[config.mk]
export PLATFORM = sky130hd
export DESIGN_NAME = hazard_fwd_unit
export DESIGN_NICKNAME = d
export VERILOG_FILES = /design/src/rtl/hazard_fwd_unit.sv
export SDC_FILE = /design/constraint.sdc
export NUM_CORES = 1
export LEC_CHECK = 0
export CORE_UTILIZATION = 25
export DETAILED_ROUTE_END_ITERATION = 10
export GPL_TIMING_DRIVEN = 0
export SKIP_CTS_REPAIR_TIMING = 1
export SYNTH_ARGS = -nofsm -noshare
export SYNTH_HDL_FRONTEND = slang
export SYNTH_SLANG_ARGS = --single-unit
export TNS_END_PERCENT = 5
[constraint.sdc]
create_clock -name clk -period 3.6 [get_ports clk]
set_input_delay 1.08 -clock clk [delete_from_list [all_inputs] [get_ports clk]]
set_output_delay 1.08 -clock clk [all_outputs]
set_load 0.005 [all_outputs]
[src/rtl/hazard_fwd_unit.sv]
// Operand forwarding select, load-use / scoreboard stall, long-latency tracker.
// Define STALL_CNT_EN to add the saturating stall_cycles counter output.
module hazard_fwd_unit #(
  parameter int NUM_RD   = 2,
  parameter int NUM_SRC  = 2,
  parameter int SB_DEPTH = 4,
  parameter int LAT_W    = 4,
  parameter int SEL_W    = $clog2(NUM_SRC + 1)
) (
  input  logic                     clk,
  input  logic                     reset,
  input  logic [NUM_RD*5-1:0]      ex_rs,
  input  logic [NUM_RD*5-1:0]      id_rs,
  input  logic [NUM_RD-1:0]        id_rs_used,
  input  logic [NUM_SRC*5-1:0]     src_rd,
  input  logic [NUM_SRC-1:0]       src_regwrite,
  input  logic [NUM_SRC-1:0]       src_ready,
  input  logic                     issue_valid,
  input  logic [4:0]               issue_rd,
  input  logic [LAT_W-1:0]         issue_lat,
  output logic [NUM_RD*SEL_W-1:0]  fwd_sel,
  output logic                     stall,
  output logic                     issue_ready
`ifdef STALL_CNT_EN
  ,
  output logic [31:0]              stall_cycles
`endif
);

  logic [SB_DEPTH-1:0] sb_valid;
  logic [4:0]          sb_rd  [SB_DEPTH];
  logic [LAT_W-1:0]    sb_cnt [SB_DEPTH];

  logic [SB_DEPTH-1:0] alloc_oh;
  logic                alloc_found;
  logic                issue_acc;
  logic                do_alloc;
  logic [LAT_W-1:0]    lat_eff;
  logic                load_use;
  logic                sb_hit;
  logic                byp_hit;

  // Youngest matching stage wins: scan oldest first, later hits overwrite.
  always_comb begin
    fwd_sel = '0;
    for (int p = 0; p < NUM_RD; p++) begin
      for (int k = NUM_SRC - 1; k >= 0; k--) begin
        if (src_regwrite[k] &&
            ex_rs[p*5 +: 5] != 5'd0 &&
            src_rd[k*5 +: 5] == ex_rs[p*5 +: 5])
          fwd_sel[p*SEL_W +: SEL_W] = SEL_W'(k + 1);
      end
    end
  end

  assign issue_ready = ~&sb_valid;
  assign issue_acc   = issue_valid & issue_ready;
  assign do_alloc    = issue_acc & (issue_rd != 5'd0);
  assign lat_eff     = (issue_lat == '0) ? LAT_W'(1) : issue_lat;

  always_comb begin
    alloc_oh    = '0;
    alloc_found = 1'b0;
    for (int i = 0; i < SB_DEPTH; i++) begin
      if (!sb_valid[i] && !alloc_found) begin
        alloc_oh[i] = 1'b1;
        alloc_found = 1'b1;
      end
    end
  end

  always_comb begin
    load_use = 1'b0;
    sb_hit   = 1'b0;
    byp_hit  = 1'b0;
    for (int p = 0; p < NUM_RD; p++) begin
      if (id_rs_used[p] && id_rs[p*5 +: 5] != 5'd0) begin
        if (src_regwrite[0] && !src_ready[0] &&
            src_rd[4:0] == id_rs[p*5 +: 5])
          load_use = 1'b1;
        if (issue_acc && issue_rd == id_rs[p*5 +: 5])
          byp_hit = 1'b1;
        for (int i = 0; i < SB_DEPTH; i++) begin
          if (sb_valid[i] && sb_rd[i] == id_rs[p*5 +: 5])
            sb_hit = 1'b1;
        end
      end
    end
  end

  assign stall = load_use | sb_hit | byp_hit;

  // A slot freeing this cycle is still valid, so it is never reallocated here.
  always_ff @(posedge clk) begin
    if (reset) begin
      sb_valid <= '0;
      for (int i = 0; i < SB_DEPTH; i++) begin
        sb_rd[i]  <= 5'd0;
        sb_cnt[i] <= '0;
      end
    end else begin
      for (int i = 0; i < SB_DEPTH; i++) begin
        if (sb_valid[i]) begin
          if (sb_cnt[i] == LAT_W'(1)) begin
            sb_valid[i] <= 1'b0;
            sb_cnt[i]   <= '0;
          end else begin
            sb_cnt[i] <= sb_cnt[i] - LAT_W'(1);
          end
        end else if (do_alloc && alloc_oh[i]) begin
          sb_valid[i] <= 1'b1;
          sb_rd[i]    <= issue_rd;
          sb_cnt[i]   <= lat_eff;
        end
      end
    end
  end

`ifdef STALL_CNT_EN
  always_ff @(posedge clk) begin
    if (reset)
      stall_cycles <= 32'd0;
    else if (stall && stall_cycles != 32'hFFFF_FFFF)
      stall_cycles <= stall_cycles + 32'd1;
  end
`endif

endmodule

Yosys cells after proc, flatten, opt, wreduce, memory -nomap -nowiden
Memories as Yosys holds them, arrays and structs flattened.
Cells that the tools add are included.
{"block": "word_totals", "reg_bits": 4, "ram_bits": 36, "elab_cells": 190, "n_memories": 2, "input_bits": 48}
{"block": "classes", "bitwise_logic": 20, "muxes": 99, "n_eq_ne": 20, "reduce_logical": 44, "add_sub_neg": 4}
{"memory": "sb_rd", "depth": 4, "word_bits": 5, "read_ports": 4, "rd_clocked_by_memory_dff": 0, "wr": 4, "line_no": "31", "rtl": "logic [4:0] sb_rd [SB_DEPTH];"}
{"memory": "sb_cnt", "depth": 4, "word_bits": 4, "read_ports": 4, "rd_clocked_by_memory_dff": 0, "wr": 4, "line_no": "32", "rtl": "logic [LAT_W-1:0] sb_cnt [SB_DEPTH];"}
{"op": "$eq A5 B5 Y1", "count": 16}
{"op": "$mux W1", "count": 78}
{"op": "$mux W4", "count": 13}
{"op": "$logic_and A1 B1 Y1", "count": 30}
{"op": "$reduce_bool A5 Y1", "count": 5}
{"op": "$mux W5", "count": 4}
{"op": "$or A1 B1 Y1", "count": 18}
{"op": "$eq A4 B1 Y1 const B", "count": 4}
{"op": "$sub A4 B1 Y4 const B", "count": 4}
{"op": "$mux W2", "count": 4}
{"op": "$logic_not A1 Y1", "count": 7}
{"op": "$logic_not A4 Y1", "count": 1}
{"op": "$reduce_and A4 Y1", "count": 1}
{"op": "$and A1 B1 Y1", "count": 2}

Longest topological paths before layout
{"block": "logic_depth", "depth_word": 15, "depth_mapped": 7, "ltp_nobuf": 6}

Worst setup path before layout
No wires, ideal clock.
{"block": "synth_timing", "path_kind": "input port to output port", "start": "in id_rs[0]", "end": "out stall", "t_arrival_ns": 2.131, "path_slack_ns": 0.389, "stages": 7, "t_required_ns": 2.520, "cell_sequence": "clkbuf_1 -> xor2_1 -> nor4_1 -> nand3_1 -> o31ai_1 -> o221ai_1 -> nand2_1"}
{"block": "synth_between", "elab_chain_len": 14}
{"element": "start, declared", "line_no": "13", "rtl": "input logic [NUM_RD*5-1:0] id_rs,"}
{"element": "$eq A5 B5 Y1", "line_no": "84", "rtl": "if (sb_valid[i] && sb_rd[i] == id_rs[p*5 +: 5])"}
{"element": "$logic_and A1 B1 Y1", "line_no": "84"}
{"element": "$mux W1 (4 in series)", "line_no": "84"}
{"element": "$mux W1", "line_no": "77", "rtl": "if (id_rs_used[p] && id_rs[p*5 +: 5] != 5'd0) begin"}
{"element": "$mux W1 (4 in series)", "line_no": "84"}
{"element": "$mux W1", "line_no": "77"}
{"element": "$or A1 B1 Y1", "line_no": "91", "rtl": "assign stall = load_use | sb_hit | byp_hit;"}
{"element": "$or A1 B1 Y1 *", "line_no": "91"}
{"element": "end, declared", "line_no": "22", "rtl": "output logic stall,"}
Every way passes the cells marked *; elsewhere a longest branch is shown, timed or not.

Worst setup path after layout
{"block": "layout_timing", "start": "in src_regwrite[0]", "end": "out fwd_sel[2]"}
{"block": "layout_between", "elab_chain_len": 3}
{"element": "start, declared", "line_no": "16", "rtl": "input logic [NUM_SRC-1:0] src_regwrite,"}
{"element": "$logic_and A1 B1 Y1", "line_no": "48", "rtl": "if (src_regwrite[k] &&"}
{"element": "$logic_and A1 B1 Y1", "line_no": "49", "rtl": "ex_rs[p*5 +: 5] != 5'd0 &&"}
{"element": "$mux W2", "line_no": "48"}
{"element": "end, declared", "line_no": "21", "rtl": "output logic [NUM_RD*SEL_W-1:0] fwd_sel,"}
No other way between the ends.

==> summary.md <==
| Metric | Value |
|---|---|
| Final min period | 3.56 ns |
| Storage element area | 0.00116 mm² |
| Initial Util | 25.7% |
| Total CTS buffers | 5 |
| Largest area contributor in the netlist | edfxtp_1 |
| Crit path launch type | input port |
| Most frequent cells after synthesis | xor2_1 (48), xnor2_1 (40), edfxtp_1 (36) |
| Cell internal pwr | 933 µW |
| Power per Cell Area | 336 mW/mm² |
| Hold Vio Cnt, Final | 0 |
| RSZ-0062 raised after global routing | true |
| Layout cells sized above 1 | 12.0% |
| # rows | 39 |
| First-pass GRT wire length | 12.6 mm |
| Synth Flop Type | edfxtp_1 |
| DP Worst Slack | -0.622 ns |
| Share of power burned in registers | 45.4% |
| Root Buffer | clkbuf_16 |
| Die height | 111 µm |
| Crit Path Max Fanout | 3 |
| GRT Util Overall | 12.9% |
| Die Footprint | 0.0122 mm² |
| Finished Core Util | 33.0% |
| CP arrival | 2.48 ns |
| TritonCTS clock tree | yes |
| Syn avg cell area | 9.77 µm² |
| CP top delay family | buffers and inverters |
| Slowest cell delay on critical path | 0.53 ns |
| Slowest stage cell, crit path | clkdlybuf4s50_1 |
| Status | finished, final reports clean |
| Multi-input combinational cell area | 0.00176 mm² |
| Max VDD drop | 153 µV |
| Seq/Total Area, Yosys | 39.4% |
| Filler Cells Inserted | 1,167 |
| Post-DRT Antenna Nets | 0 |
| Clock Path Buffers | 2 |
| Yosys warns | 0 |
| Area Overhead vs Synth | 28.5% |
| Tot Pwr | 1270 µW |
| Ant diodes | 0 |
| Worst-margin pin slew | 0.826 ns |
| IO buf count | 40 |
| Synthesized netlist net count | 358 |
| Period utilization | 98.9% |
| WL/cell | 15.4 µm |
| Clock transition at path regs | 0.06 ns |
| Synth top area cells | edfxtp_1 (37%), xor2_1 (14%), xnor2_1 (12%) |
| Synth async-reset ratio | 0% |
| WS Path Type | in -> out |
| Io pins | 54 |
| Fin nets | 406 |
| Final worst slack | 0.0382 ns |
| GPL Wtd Cong | 0.821 |
| Hold/Removal Path Class | reg -> reg |
| Die width | 111 µm |
| CP Capture Type | output pin |
| Max cap viols | 0 |
| Synth top area share | 36.7% |
| Seq cells post-synth | 40 |
| Cell area after synthesis | 0.00295 mm² |
| Bufs and invs on worst path | 2 |
| Antenna violations before repair | 0 |
| Clk pwr share | 33.0% |
| Vias | 2,353 |
| LEAKAGE | 0.00155 µW |
| Fmax | 281 MHz |
| Synth cell types | 36 |
| DRC Markers | 0 |
| CTS H-tree lvls | 2 |
| Setup Skew | 0.00421 ns |
| TritonRoute pass-1 iters | 4 |
| Core region area | 0.0115 mm² |
| Worst Path Required | 2.52 ns |
| CP most frequent cell | clkdlybuf4s50_1 |
| Drt total wl | 7.61 mm |
| Most frequent cell after synthesis | xor2_1 |
| Worst path cell trace | clkdlybuf4s50_1 -> nand4_1 -> nor4_4 -> clkdlybuf4s50_1 |
| GRT Residual Overflow | 0 |
| Sw Ratio | 26.7% |
| Pin count of the biggest net entering global routing | 12 |
| Clk sinks | 40 |
| Vias in the first global route | 2,453 |
| Final setup viols | 0 |
| Max-slew violation count | 0 |
| Post-synth EDFFs | 36 |
| Via density | 4.76 |
| Clk_lat worst skew | 0.28 ns |
| Final hold slack | 0.647 ns |
| Cells after Synth | 302 |
| Comb pwr share | 21.6% |
| HPWL Detailed | 5.76 mm |
| Psw | 339 µW |
| Initial drt markers | 111 |
| Flop2flop setup slack | 1.59 ns |
| Setup TNS | 0 ns |
| Slew headroom | 44.5% |
==> path summary, 6_finish.rpt <==
| check | start | to | depth (start not counted) |
|---|---|---|---|
| setup reg to reg | sb_valid[2]$_SDFF_PP0_ | sb_cnt[1][0]$_SDFFCE_PN0P_ | 6 |
| hold / removal | sb_cnt[0][0]$_SDFFCE_PN0P_ | sb_cnt[0][0]$_SDFFCE_PN0P_ | 1 |
| hold reg to reg | sb_cnt[0][0]$_SDFFCE_PN0P_ | sb_cnt[0][0]$_SDFFCE_PN0P_ | 1 |
| setup / recovery | src_regwrite[0] | fwd_sel[2] | 4 |
==> area by class of cell <==
cell class / instances / share of cell area [%]
Inverter: 8 / 0.793
Clock buffer: 7 / 3.50
Multi-Input combinational cell: 239 / 46.4
Buffer: 15 / 1.88
Clock inverter: 1 / 0.0991
Tap cell: 143 / 4.72
Sequential cell: 40 / 30.6
Timing Repair Buffer: 41 / 12.0
==> placed cells by master (no fill, tap or decap), drive strengths merged, types with 2 or more instances in the layout <==
cell type,synthesis,final
a21o,2,2
and2,21,21
buf,2,5
clkbuf,13,19
clkdlybuf4s50,0,19
dfxtp,4,4
dlymetal6s2s,0,20
edfxtp,36,36
ha,8,8
inv,8,8
nand2,26,26
nand3,11,11
nand3b,4,4
nand4,9,9
nor2,10,10
nor3,7,7
nor4,16,16
o21ai,13,13
o21bai,2,2
o221ai,2,2
o22ai,4,4
o31ai,2,2
or2,3,3
or3,3,3
or4,5,5
xnor2,40,40
xor2,48,48
==> routing by layer <==
| metal | share of wire, % | vias to the layer above | track usage [%] |
|---|---|---|---|
| li1 | - | 1147 | - |
| met1 | 47 | 1121 | 16.8 |
| met2 | 46 | 75 | 21.2 |
| met3 | 5.9 | 10 | 2.91 |
| met4 | 1.2 | 0 | 4.27 |
| met5 | 0 | - | 0 |
==> stage by stage <==
step / cells / area [µm²]
2_1_floorplan: 302 / 2950
3_3_place_gp: 485 / 3530
3_5_place_dp: 485 / 3530
4_1_cts: 493 / 3660
5_1_grt: 494 / 3790
6_report: 494 / 3790
==> state kept, by name, summed over array words and instances (netlist names) <==
signal	flops
sb_cnt	16
sb_rd	20
sb_valid	4
==> kinds of logic (layout without fill, tap and decap cells) <==
family	Yosys count	in the layout	share of synthesized area, %
DFF	40	40	39.4
AOI/OAI and AO/OA	26	26	5.90
adders and majority gates	8	8	3.39
buffers and inverters	23	72	3.01
xor gates and xnor gates	88	88	26.1
and+or+nand+nor	117	117	22.2
==> power groups by stage <==
stage	Sequential, µW	Clock (µW)	Combinational (µW)
after floorplan	579	0	171
after global placement	585	0	260
after detailed placement	587	0	268
after CTS	578	429	270
after global routing	583	449	307
final	577	419	275
(Power assumes the default switching activity.)
